File: config.mk
export PLATFORM = sky130hd
export DESIGN_NAME = mux_arb_rr
export DESIGN_NICKNAME = d
export VERILOG_FILES = /design/src/rtl/mux_arb_pkg.sv /design/src/rtl/mux_arb_rr_arbiter.sv /design/src/rtl/mux_arb_rr.sv
export SDC_FILE = /design/constraint.sdc
export NUM_CORES = 1
export LEC_CHECK = 0
export BUFFER_PORTS_ARGS = -buffer_cell sky130_fd_sc_hd__buf_2
export CAP_MARGIN = 20
export CORE_AREA = 5 5 224 226
export CTS_CLUSTER_DIAMETER = 200
export DETAILED_ROUTE_END_ITERATION = 8
export DIE_AREA = 0 0 229 231
export PLACE_DENSITY = 0.41
export SLEW_MARGIN = 20
export SYNTH_ARGS = -nofsm -noshare
export SYNTH_HDL_FRONTEND = slang
export SYNTH_SLANG_ARGS = --single-unit
File: constraint.sdc
create_clock -name clk -period 5.7 [get_ports clk]
set_clock_uncertainty 0.1 [all_clocks]
set_input_delay 0.285 -clock clk [delete_from_list [all_inputs] [get_ports clk]]
set_output_delay 0.285 -clock clk [all_outputs]
set_load 0.05 [all_outputs]
File: src/rtl/mux_arb_pkg.sv
// ---------------------------------------------------------------------------
// mux_arb_pkg
//   Shared definitions for the mux_arb_rr stream multiplexer:
//   - default parameter values (MUX_WIDTH_DEF, MUX_NCH_DEF)
//   - selection-mode encoding (MODE_RR / MODE_FIXED)
//   - rr_first_set(): rotated first-set search used by the round-robin arbiter
// ---------------------------------------------------------------------------
package mux_arb_pkg;

  localparam int MUX_WIDTH_DEF = 32;
  localparam int MUX_NCH_DEF   = 16;
  localparam int MUX_NCH_MAX   = 64;

  typedef enum logic {
    MODE_RR    = 1'b0,
    MODE_FIXED = 1'b1
  } mux_mode_e;

  // Returns the index of the first set bit of req[nch-1:0], searching upward
  // from ptr+1 and wrapping modulo nch. Returns -1 when no bit is set.
  // ptr is always in 0..nch-1, so a single conditional subtraction wraps.
  function automatic int rr_first_set(input logic [MUX_NCH_MAX-1:0] req,
                                      input int nch,
                                      input int ptr);
    int idx;
    int found;
    found = -1;
    for (int k = 0; k < MUX_NCH_MAX; k++) begin
      if (k < nch && found < 0) begin
        idx = ptr + 1 + k;
        if (idx >= nch) idx = idx - nch;
        if (req[idx]) found = idx;
      end
    end
    return found;
  endfunction

endpackage

File: src/rtl/mux_arb_rr_arbiter.sv
// ---------------------------------------------------------------------------
// rr_arbiter
//   Purely combinational round-robin arbiter. Grants the first requester
//   above ptr (wrapping). The pointer register lives in the parent.
//
//   req          in  NCH   request vector
//   ptr          in  SELW  index of the most recently granted channel
//   grant_onehot out NCH   one-hot grant (zero when nothing requests)
//   grant_idx    out SELW  binary index of the grant (0 when no grant)
//   grant_valid  out 1     at least one request is present
// ---------------------------------------------------------------------------
module rr_arbiter
  import mux_arb_pkg::*;
#(
  parameter  int NCH  = MUX_NCH_DEF,
  localparam int SELW = $clog2(NCH)
) (
  input  logic [NCH-1:0]  req,
  input  logic [SELW-1:0] ptr,
  output logic [NCH-1:0]  grant_onehot,
  output logic [SELW-1:0] grant_idx,
  output logic            grant_valid
);

  int first_idx;

  // NOTE: every output of a combinational block gets a default before any
  // conditional assignment; a path that skips an assignment infers a latch.
  always_comb begin
    grant_onehot = '0;
    grant_idx    = '0;
    grant_valid  = 1'b0;
    first_idx    = rr_first_set(MUX_NCH_MAX'(req), NCH, int'(ptr));
    if (first_idx >= 0) begin
      grant_valid = 1'b1;
      grant_idx   = SELW'(first_idx);
      for (int i = 0; i < NCH; i++) begin
        grant_onehot[i] = (first_idx == i);
      end
    end
  end

endmodule

File: src/rtl/mux_arb_rr.sv
// ---------------------------------------------------------------------------
// mux_arb_rr
//   N-channel, W-bit stream multiplexer with valid/ready handshakes on every
//   input and on the output, and a registered output stage. Selection is
//   either round-robin among valid inputs (mode=0) or a fixed channel given
//   by sel (mode=1; sel >= NCH selects nothing).
//
//   clk        in   1          rising-edge clock
//   rst_n      in   1          asynchronous active-low reset
//   in_data    in   NCH*WIDTH  channel i at [i*WIDTH +: WIDTH]
//   in_valid   in   NCH        per-channel valid
//   in_ready   out  NCH        per-channel ready, one-hot or zero
//   mode       in   1          0 = round-robin, 1 = fixed select
//   sel        in   SELW       channel used when mode=1
//   out_data   out  WIDTH      registered output data
//   out_ch     out  SELW       channel that supplied out_data
//   out_valid  out  1          output register holds a beat
//   out_ready  in   1          downstream accepts the beat
//
//   Optional feature, macro MUX_ARB_LOCK_EN: adds in_last[NCH] and out_last.
//   A beat transferred with in_last=0 locks the grant to its channel until
//   that channel's in_last=1 beat transfers; the round-robin pointer moves
//   only at unlock. Without the macro every beat is a one-beat packet.
// ---------------------------------------------------------------------------
module mux_arb_rr
  import mux_arb_pkg::*;
#(
  parameter  int WIDTH = MUX_WIDTH_DEF,
  parameter  int NCH   = MUX_NCH_DEF,
  localparam int SELW  = $clog2(NCH)
) (
  input  logic                 clk,
  input  logic                 rst_n,
  input  logic [NCH*WIDTH-1:0] in_data,
  input  logic [NCH-1:0]       in_valid,
  output logic [NCH-1:0]       in_ready,
  input  logic                 mode,
  input  logic [SELW-1:0]      sel,
  output logic [WIDTH-1:0]     out_data,
  output logic [SELW-1:0]      out_ch,
  output logic                 out_valid,
  input  logic                 out_ready
`ifdef MUX_ARB_LOCK_EN
  ,
  input  logic [NCH-1:0]       in_last,
  output logic                 out_last
`endif
);

  // Per-channel end-of-packet flag; without the lock feature every beat ends
  // its packet, so the lock never engages.
  logic [NCH-1:0] last_w;
`ifdef MUX_ARB_LOCK_EN
  assign last_w = in_last;
`else
  assign last_w = '1;
`endif

  // State registers
  logic [WIDTH-1:0] out_data_q,  out_data_d;
  logic [SELW-1:0]  out_ch_q,    out_ch_d;
  logic             out_valid_q, out_valid_d;
  logic             out_last_q,  out_last_d;
  logic [SELW-1:0]  ptr_q,       ptr_d;
  logic             lock_q,      lock_d;
  logic [SELW-1:0]  lock_ch_q,   lock_ch_d;

  // Round-robin candidate
  logic [NCH-1:0]  rr_onehot;
  logic [SELW-1:0] rr_idx;
  logic            rr_valid;

  rr_arbiter #(.NCH(NCH)) u_rr (
    .req          (in_valid),
    .ptr          (ptr_q),
    .grant_onehot (rr_onehot),
    .grant_idx    (rr_idx),
    .grant_valid  (rr_valid)
  );

  // Final grant
  logic [NCH-1:0]   grant_oh;
  logic [SELW-1:0]  grant_idx;
  logic             grant_valid;
  logic [SELW-1:0]  target_ch;
  logic [WIDTH-1:0] grant_data;
  logic             grant_last;
  logic             load;
  logic             xfer;

  // A locked packet overrides both modes; otherwise mode picks the source.
  // In the directed case the loop compare means a sel >= NCH matches no
  // channel and yields no grant.
  always_comb begin
    grant_oh    = '0;
    grant_idx   = '0;
    grant_valid = 1'b0;
    target_ch   = lock_q ? lock_ch_q : sel;
    if (!lock_q && mode == MODE_RR) begin
      grant_oh    = rr_onehot;
      grant_idx   = rr_idx;
      grant_valid = rr_valid;
    end else begin
      for (int i = 0; i < NCH; i++) begin
        if (SELW'(i) == target_ch && in_valid[i]) begin
          grant_oh[i] = 1'b1;
          grant_idx   = target_ch;
          grant_valid = 1'b1;
        end
      end
    end
  end

  // One-hot AND-OR data selection.
  always_comb begin
    grant_data = '0;
    grant_last = 1'b0;
    for (int i = 0; i < NCH; i++) begin
      grant_data = grant_data | (in_data[i*WIDTH +: WIDTH] & {WIDTH{grant_oh[i]}});
      grant_last = grant_last | (last_w[i] & grant_oh[i]);
    end
  end

  // The output register can take a new beat when empty or being drained.
  assign load     = !out_valid_q || out_ready;
  assign xfer     = load && grant_valid;
  assign in_ready = load ? grant_oh : '0;

  always_comb begin
    out_data_d  = out_data_q;
    out_ch_d    = out_ch_q;
    out_valid_d = out_valid_q;
    out_last_d  = out_last_q;
    ptr_d       = ptr_q;
    lock_d      = lock_q;
    lock_ch_d   = lock_ch_q;

    if (load) begin
      out_valid_d = grant_valid;
      if (grant_valid) begin
        out_data_d = grant_data;
        out_ch_d   = grant_idx;
        out_last_d = grant_last;
      end
    end

    if (xfer) begin
      lock_d    = !grant_last;
      lock_ch_d = grant_idx;
      // Pointer moves at packet end only (every beat without the lock).
      if (grant_last && mode == MODE_RR) begin
        ptr_d = grant_idx;
      end
    end
  end

  // NOTE: sequential state uses non-blocking assignments so every flop
  // samples pre-edge values regardless of process ordering.
  always_ff @(posedge clk or negedge rst_n) begin
    if (!rst_n) begin
      out_data_q  <= '0;
      out_ch_q    <= '0;
      out_valid_q <= 1'b0;
      out_last_q  <= 1'b0;
      ptr_q       <= SELW'(NCH - 1);
      lock_q      <= 1'b0;
      lock_ch_q   <= '0;
    end else begin
      out_data_q  <= out_data_d;
      out_ch_q    <= out_ch_d;
      out_valid_q <= out_valid_d;
      out_last_q  <= out_last_d;
      ptr_q       <= ptr_d;
      lock_q      <= lock_d;
      lock_ch_q   <= lock_ch_d;
    end
  end

  assign out_data  = out_data_q;
  assign out_ch    = out_ch_q;
  assign out_valid = out_valid_q;
`ifdef MUX_ARB_LOCK_EN
  assign out_last  = out_last_q;
`else
  // Without the lock feature out_last_q is never observed.
  logic unused_last;
  assign unused_last = out_last_q;
`endif

endmodule

==> flow_summary.ini, run 1 <==
[placement]
place_congestion = 1.049
placed_cells_incl_taps = 2427
dpl_cell_area_sq_um = 14290
dp_hpwl_um = 77990
portBuffers = 588

[worst_setup_path]
r2r_end = out_data[7]
arrival_ns = 5.24
path_max_fanout = 6
start_kind = flop
r2r_start = ptr_q[1]
r2r.worst_path.cells = 26
r2r_slack_ns = 0.09
worstPathRequired_ns = 5.32
crit_path_end_kind = primary output
crit_type = reg -> out

[synthesis]
synth_edf_count = 0
syn_inst = 1070
netlist_area_sq_um = 8667
ys_types = 106
synth_top_cell_by_area = dfrtp_1
ys_warn_count = 0
synth-seq-cells = 42
synth_area_per_cell_sq_um = 8.100
ys_seq_area_frac = 0.1218
netlist.area_leader.share = 0.1097
yosys-top-cells-area = dfrtp_1 11%, a22oi_1 7.0%, a222oi_1 6.6%
synth-main-ff-cell = dfrtp_1
async_flop_share = 1.000

[outcome]
outcome = finished, final reports clean

[routing]
ant_nets = 0
dr.pass1.iters = 9
wirelength_um = 89990
drc = 0
first_iter_violations = 1900
vias = 14420
post_drt_wl_per_cell_um = 35.90
post_drt_via_cell_ratio = 5.752

[floorplanning]
die_x_um = 229
dieArea_sq_um = 52900
num_io_pins = 589
rows = 81
fp.coreArea_sq_um = 48140
initial_core_util = 0.1800
die_y_um = 231

[finish]
multiInputGateArea_sq_um = 7881
utilization = 0.3249
final_cells = 2507
n_fill_cell = 5211
fin_nets = 2406
final_area_sq_um = 15640
regArea_sq_um = 1056
drive_gt1_frac = 0.5885
area_growth_pct = 80.48

[timing]
report.final.slew_viol_count = 0
maxSlewHeadroom = 0.4726
tightestPinTransition_ns = 0.7892
fmax_mhz = 177.9
worst_hold_slack_ns = 0.1704
timing.final.crit_share = 0.9863
grt_setup_unrepaired = yes
fin_crit_ns = 5.622
setup-violations-final = 0
hold_viol = 0

[cts]
clk_pin_slew_ns = 0.08
insertion_delay_ns = 0.31
h-tree-depth = 2
cts_tree = yes
root_buffer = clkbuf_16
clock-sinks = 42
cts_buffer_depth = 2
numCtsBuffers = 5

[job]
cap_viol_max_count = 0

[global_routing]
antenna_found_initial = 70
overflow = 0
first_global_vias = 14160
grt_pass1_wl_um = 119600
grtUsageTotal = 0.3193
grt_max_degree = 38

[worst_hold_path]
hold_end = out_data[28]
hp-start = in_data[92]
hold_depth = 3
holdCritPathClass = in -> reg
cells in the final DEF, fill, tap and decap left out, types with 19 or more instances in the layout:
master | Yosys | final
buf_4 | 11 | 239
nor2b_4 | 1 | 21
nand4_1 | 29 | 29
a221oi_1 | 50 | 41
mux2i_1 | 29 | 26
dfrtp_1 | 38 | 38
buf_12 | 0 | 30
o22a_1 | 20 | 19
a22o_1 | 51 | 51
mux4_2 | 22 | 22
diode_2 | 0 | 31
nand3_1 | 37 | 35
a22oi_1 | 81 | 80
a222oi_1 | 57 | 57
buf_2 | 41 | 575
o21ai_0 | 31 | 22
nand2_1 | 80 | 77
nor2_1 | 68 | 63
a21oi_1 | 32 | 25
repair_timing:
| action | 4_1_cts | 5_1_grt |
|---|---|---|
| gates resized for setup | 44 | 125 |
| hold buffers | 1 | 0 |
| setup buffers | 18 | 22 |
| hold endpoints to repair | 5 | 0 |
| setup endpoints to repair | 48 | 48 |
| pin swaps | 14 | 59 |
cells in the mapped netlist (all sizes together), types with 5 or more instances:
cell type and n:
o21a 5, o22a 20, nor2b 28, nand2b 9
nor2 71, ha 17, a22o 51, dfrtp 38
and2 16, a221oi 52, and4 5, a31oi 16
or3 5, a21o 6, clkbuf 31, mux2i 30
xnor2 12, a31o 15, nand4 29, mux2 10
a21oi 32, nand2 81, nand3 42, a211oi 11
buf 65, and3 21, nor3 20, inv 21
a222oi 57, mux4 22, o211ai 5, a22oi 81
a221o 7, o21ai 41, or2 10, o22ai 9
final cells by class:
type                       instances  share of cell area
tap                              622             0.04975
inverter                          21            0.005359
clock buffer                       7            0.008479
sequential                        42             0.06751
clock inverter                     1            0.001920
antenna                           31            0.004959
timing repair buffer             871              0.3582
multi-input combinational        912              0.5038
metrics by stage:
stage	setup slack, ns	setup TNS (ns)
after detailed placement	-0.4085	-7.236
after global routing	-0.07104	-0.2647
after CTS	-0.02354	-0.02741
after global placement	-0.4453	-8.496
final	0.07786	0
after floorplan	0.0001052	0
cell families (layout without fill, tap and decap cells):
kind of cell    after synthesis  count (layout)  share of synthesized area
buf+inv                     117             900                    0.06944
mux                          62              62                     0.1061
simple gates                355             355                     0.2199
fa+ha+maj                    17              17                    0.02454
other cells                   1              33                  0.0004327
compound gates              459             459                     0.4347
xor+xnor                     17              17                    0.02310
flops                        42              42                     0.1218
worst max-delay path, cell delays in order, from the launching register on:
cell and delay [ns]:
dfstp_2 0.59, ha_4 0.19, xor2_4 0.17, buf_6 0.13, inv_4 0.04, ha_4 0.14, nor2b_4 0.12, or3_4 0.40
nand2_4 0.07, ha_4 0.19, and4b_2 0.25, buf_6 0.13, nor3_4 0.22, buf_6 0.15, nor3_4 0.03, o2111ai_2 0.27
o21a_1 0.25, a211oi_4 0.09, o22ai_2 0.22, buf_6 0.17, nand3_4 0.11, o32ai_4 0.38, buf_6 0.18, buf_12 0.12
nor2b_4 0.15, buf_8 0.15
state kept, by name, summed over array words and instances (netlist names):
| signal | cells |
|---|---|
| lock_q | 1 |
| out_ch | 4 |
| out_data | 32 |
| out_valid | 1 |
| ptr_q | 4 |
routing by layer:
layer | share of wire | GRT usage
met2 | 0.48 | 0.5401
met3 | 0.083 | 0.07367
met4 | 0.033 | 0.08852
met1 | 0.40 | 0.4091
met5 | 0.0025 | 0
worst max-delay path by stage:
stage,start,endpoint,slack [ns],cells after the start
finish,ptr_q[1],in_ready[3],0.08,25
global route,ptr_q[0],in_ready[3],-0.07,27
CTS,ptr_q[1],in_ready[11],-0.02,22
detailed placement,ptr_q[1],out_data[28],-0.41,23
global placement,ptr_q[1],out_data[14],-0.45,25
floorplan,ptr_q[0],out_data[11],0.0001,27
Power of run 1 is not shown: default switching activity piles up to over one toggle a cycle in this logic, so the estimate is an artifact.
==> run 2: changes to the inputs <==
- BUFFER_PORTS_ARGS: -buffer_cell sky130_fd_sc_hd__buf_2 -> -buffer_cell sky130_fd_sc_hd__buf_4
==> flow_summary.ini, run 2 (same netlist as run 1, synthesis figures left out) <==
[global_routing]
overflow = 0
antenna_found_initial = 24
grt_pass1_wl_um = 120200
first_global_vias = 14200
grtUsageTotal = 0.3209
grt_max_degree = 43

[timing]
tightestPinTransition_ns = 0.8061
report.final.slew_viol_count = 0
setup_slack_ns = 0.02714
timing.final.crit_share = 0.9952
maxSlewHeadroom = 0.4606
fin_crit_ns = 5.673
fin_tns_setup_ns = 0
hold_viol = 0
setup-violations-final = 0
grt_setup_unrepaired = yes
fmax_mhz = 176.3

[job]
cap_viol_max_count = 0

[outcome]
outcome = finished, final reports clean

[worst_setup_path]
r2r_slack_ns = 0.03
r2r.worst_path.cells = 25
path_max_fanout = 7
crit_path_end_kind = flop
crit_type = reg -> reg
start_kind = flop
arrival_ns = 5.79
worstPathRequired_ns = 5.81

[cts]
numCtsBuffers = 5
cts_tree = yes
root_buffer = clkbuf_16
clock-sinks = 42
insertion_delay_ns = 0.32
h-tree-depth = 2
cts_buffer_depth = 2
clk_pin_slew_ns = 0.07

[routing]
dr.pass1.iters = 8
ant_nets = 0
first_iter_violations = 1795
drc = 0
wirelength_um = 92180
vias = 14350
post_drt_wl_per_cell_um = 36.70
post_drt_via_cell_ratio = 5.711

[worst_hold_path]
holdCritPathClass = in -> reg
hold_depth = 3

[placement]
placed_cells_incl_taps = 2428
place_ws_ns = -0.3462
dp_hpwl_um = 78030
place_congestion = 1.008
portBuffers = 588

[floorplanning]
rows = 81
initial_core_util = 0.1800
dieArea_sq_um = 52900
num_io_pins = 589
fp.coreArea_sq_um = 48140
die_x_um = 229
die_y_um = 231

[finish]
n_fill_cell = 5056
area_growth_pct = 100.6
final_common_cell = buf_4
fin_nets = 2427
drive_gt1_frac = 0.5963
multiInputGateArea_sq_um = 7991
regArea_sq_um = 1056
largest_register_ffs = 32
most-common-layout-cells = 819 x buf_4, 79 x nand2_1, 76 x a22oi_1, 64 x nor2_1, 57 x a222oi_1
final_cells = 2512
run 2: changes by cell type in the layout (fill, tap and decap cells not counted), moves of 5 or more:
cell and delta:
a221oi_1 -17, a21oi_2 -5, diode_2 -16, buf_6 +17
buf_2 -575, a221oi_2 +16, buf_12 -9, buf_4 +580
buf_8 +6
run 2: timing repair:
action,in CTS,in global routing
pin swaps,29,75
hold buffers,1,0
setup buffers,24,33
cloned,1,5
endpoints found under the setup margin,47,48
hold endpoints to repair,38,0
gates resized for setup,52,151
run 2: per-stage QoR:
| step | hold WS [ns] | utilization | instance area, sq um |
|---|---|---|---|
| after global routing | 0.1891 | 0.3611 | 17380 |
| final | 0.1709 | 0.3612 | 17390 |
| after detailed placement | 0.2718 | 0.3244 | 15620 |
| after CTS | 0.1675 | 0.3380 | 16270 |
| after floorplan | -0.1106 | - | 8899 |
| after global placement | 0.2791 | 0.3244 | 15620 |
run 2: final timing paths:
kind	start	end
max reg2reg	ptr_q[0]	out_data[6]
max in group asynchronous	rst_n	out_ch[1]
min reg2reg	out_data[12]	out_data[12]
max	ptr_q[0]	out_data[6]
min in group asynchronous	rst_n	out_data[27]
min	in_data[8]	out_data[8]
run 2: cell type report:
class | instances | area share
Antenna cell | 15 | 0.002159
Clock buffer | 7 | 0.008203
Clock inverter | 1 | 0.001727
Inverter | 21 | 0.004965
Multi-Input combinational cell | 912 | 0.4596
Sequential cell | 42 | 0.06073
Tap cell | 622 | 0.04476
Timing Repair Buffer | 892 | 0.4179
run 2: critical path: stages (launching register included):
cell and delay (ns):
dfstp_2 0.63, ha_4 0.20, xor2_4 0.18, ha_2 0.22
buf_6 0.13, xnor2_2 0.13, ha_1 0.28, a31o_2 0.24
o22ai_2 0.13, a21oi_2 0.07, buf_4 0.15, or2_2 0.31
and3_4 0.21, nand3_4 0.12, buf_4 0.12, o221ai_2 0.11
a221o_1 0.38, o211ai_4 0.17, buf_6 0.16, inv_4 0.04
buf_4 0.13, mux4_2 0.41, a222oi_1 0.52, buf_4 0.21
nand3_1 0.06, o22a_1 0.16
run 2: per-layer routing:
layer	track usage	wire length [um]	up-vias	part of all wire
li1	-	-	6080	-
met1	0.3997	36000	7292	0.39
met2	0.5663	45980	823	0.50
met3	0.07391	7657	140	0.083
met4	0.07085	2459	10	0.027
met5	0	82	-	0.00089
Power of run 2 is left out for the same reason.
==> run 3: changes to the inputs <==
- CTS_BUF_LIST: default -> sky130_fd_sc_hd__clkbuf_2 sky130_fd_sc_hd__clkbuf_4 sky130_fd_sc_hd__clkbuf_8
==> flow_summary.ini, run 3 (same netlist as run 1, synthesis figures left out) <==
[timing]
fmax_mhz = 175.2
hold_viol = 0
fin_crit_ns = 5.708
report.final.slew_viol_count = 0
grt_setup_unrepaired = yes
tightestPinTransition_ns = 0.8810
timing.final.crit_share = 1.001
worst_hold_slack_ns = 0.1365
setup-violations-final = 1
setup_slack_ns = -0.007838
maxSlewHeadroom = 0.4105

[cts]
cts_tree = yes
cts_buffer_depth = 2
root_buffer = clkbuf_8
numCtsBuffers = 5
clk_pin_slew_ns = 0.11
clock-sinks = 42
insertion_delay_ns = 0.35
h-tree-depth = 2

[outcome]
violations = negative setup slack
outcome = finished with violations

[global_routing]
antenna_found_initial = 22
grtUsageTotal = 0.3214
grt_pass1_wl_um = 120300
first_global_vias = 14250
overflow = 0
grt_max_degree = 43

[floorplanning]
dieArea_sq_um = 52900
die_y_um = 231
rows = 81
initial_core_util = 0.1800
die_x_um = 229
num_io_pins = 589
fp.coreArea_sq_um = 48140

[worst_setup_path]
path_max_fanout = 11
arrival_ns = 5.87
worstPathRequired_ns = 5.86
crit_type = reg -> reg
crit_path_end_kind = flop
start_kind = flop

[job]
cap_viol_max_count = 0

[worst_hold_path]
holdCritPathClass = in -> reg

[finish]
final_area_sq_um = 17690
area_growth_pct = 104.1
drive_gt1_frac = 0.6078
fin_nets = 2444
largest_register_ffs = 32
final_common_cell = buf_4
most-common-layout-cells = 821 x buf_4, 76 x a22oi_1, 75 x nand2_1, 64 x nor2_1, 57 x a222oi_1

[routing]
post_drt_wl_per_cell_um = 36.09
wirelength_um = 91310
vias = 14310
first_iter_violations = 1744
drc = 0
dr.pass1.iters = 6
ant_nets = 0
post_drt_via_cell_ratio = 5.658

[placement]
dp_hpwl_um = 78030
portBuffers = 588
place_ws_ns = -0.3462
place_congestion = 1.008
dpl_cell_area_sq_um = 15620
[run 3: changes by cell type in the layout (fill, tap and decap cells not counted), sizes merged]
cell	previous run	this run
diode	15	16
clkbuf	11	7
buf	887	908
[run 3: stage by stage]
stage / std cells / setup TNS [ns] / util
2_1_floorplan: 1071 / 0 / -
3_3_place_gp: 2428 / -2.923 / 0.3244
3_5_place_dp: 2428 / -4.100 / 0.3244
4_1_cts: 2470 / -0.04843 / 0.3402
5_1_grt: 2527 / -2.415 / 0.3673
6_report: 2530 / -0.007838 / 0.3675
[run 3: area by class of cell]
class / count / area (sq um)
inverters: 21 / 96.34
flip-flops and latches: 42 / 1056
clock inverters: 1 / 30.03
diodes: 16 / 40.04
fillers: 5043 / 30450
well taps: 622 / 778.2
repair buffers: 909 / 7437
clock buffers: 7 / 90.09
multi-input cells: 912 / 8162
[run 3: path summary, 6_finish.rpt]
check / slack, ns / startpoint / cells after the start / to
max: -0.008 / ptr_q[0] / 26 / out_data[25]
min: 0.14 / in_data[8] / 3 / out_data[8]
min reg2reg: 0.42 / out_data[13] / 1 / out_data[13]
min in group asynchronous: 0.45 / rst_n / 2 / out_data[19]
max in group asynchronous: 4.51 / rst_n / 2 / out_ch[1]
max reg2reg: -0.008 / ptr_q[0] / 26 / out_data[25]
[run 3: what timing repair did]
action | CTS | global route
endpoints found under the setup margin | 47 | 48
gates cloned | 1 | 0
hold endpoints to repair | 38 | 0
hold buffers | 1 | 0
setup buffers | 32 | 48
resized for setup | 66 | 194
pin swaps | 34 | 96
[run 3: layer usage]
metal | global-route usage | wire length [um]
met1 | 0.4000 | 35900
met2 | 0.5634 | 45320
met3 | 0.07662 | 7278
met4 | 0.07499 | 2736
met5 | 0 | 68
[run 3: worst max-delay path: stages, from the launching register on]
cell,delay (ns)
dfstp_2,0.63
nand3_4,0.13
xnor2_4,0.17
buf_4,0.15
buf_8,0.14
ha_4,0.15
nor2b_4,0.12
or3_4,0.37
nand2_2,0.08
ha_4,0.19
and4b_2,0.25
buf_6,0.12
nor3_4,0.24
nor2_2,0.09
buf_6,0.14
nand4_1,0.14
o221ai_4,0.12
a221o_1,0.38
o211ai_4,0.15
buf_4,0.19
nor2_4,0.05
a32o_4,0.32
buf_12,0.16
buf_4,0.18
a222oi_1,0.49
nand4_1,0.16
o22a_1,0.19
Power of run 3 is left out for the same reason.
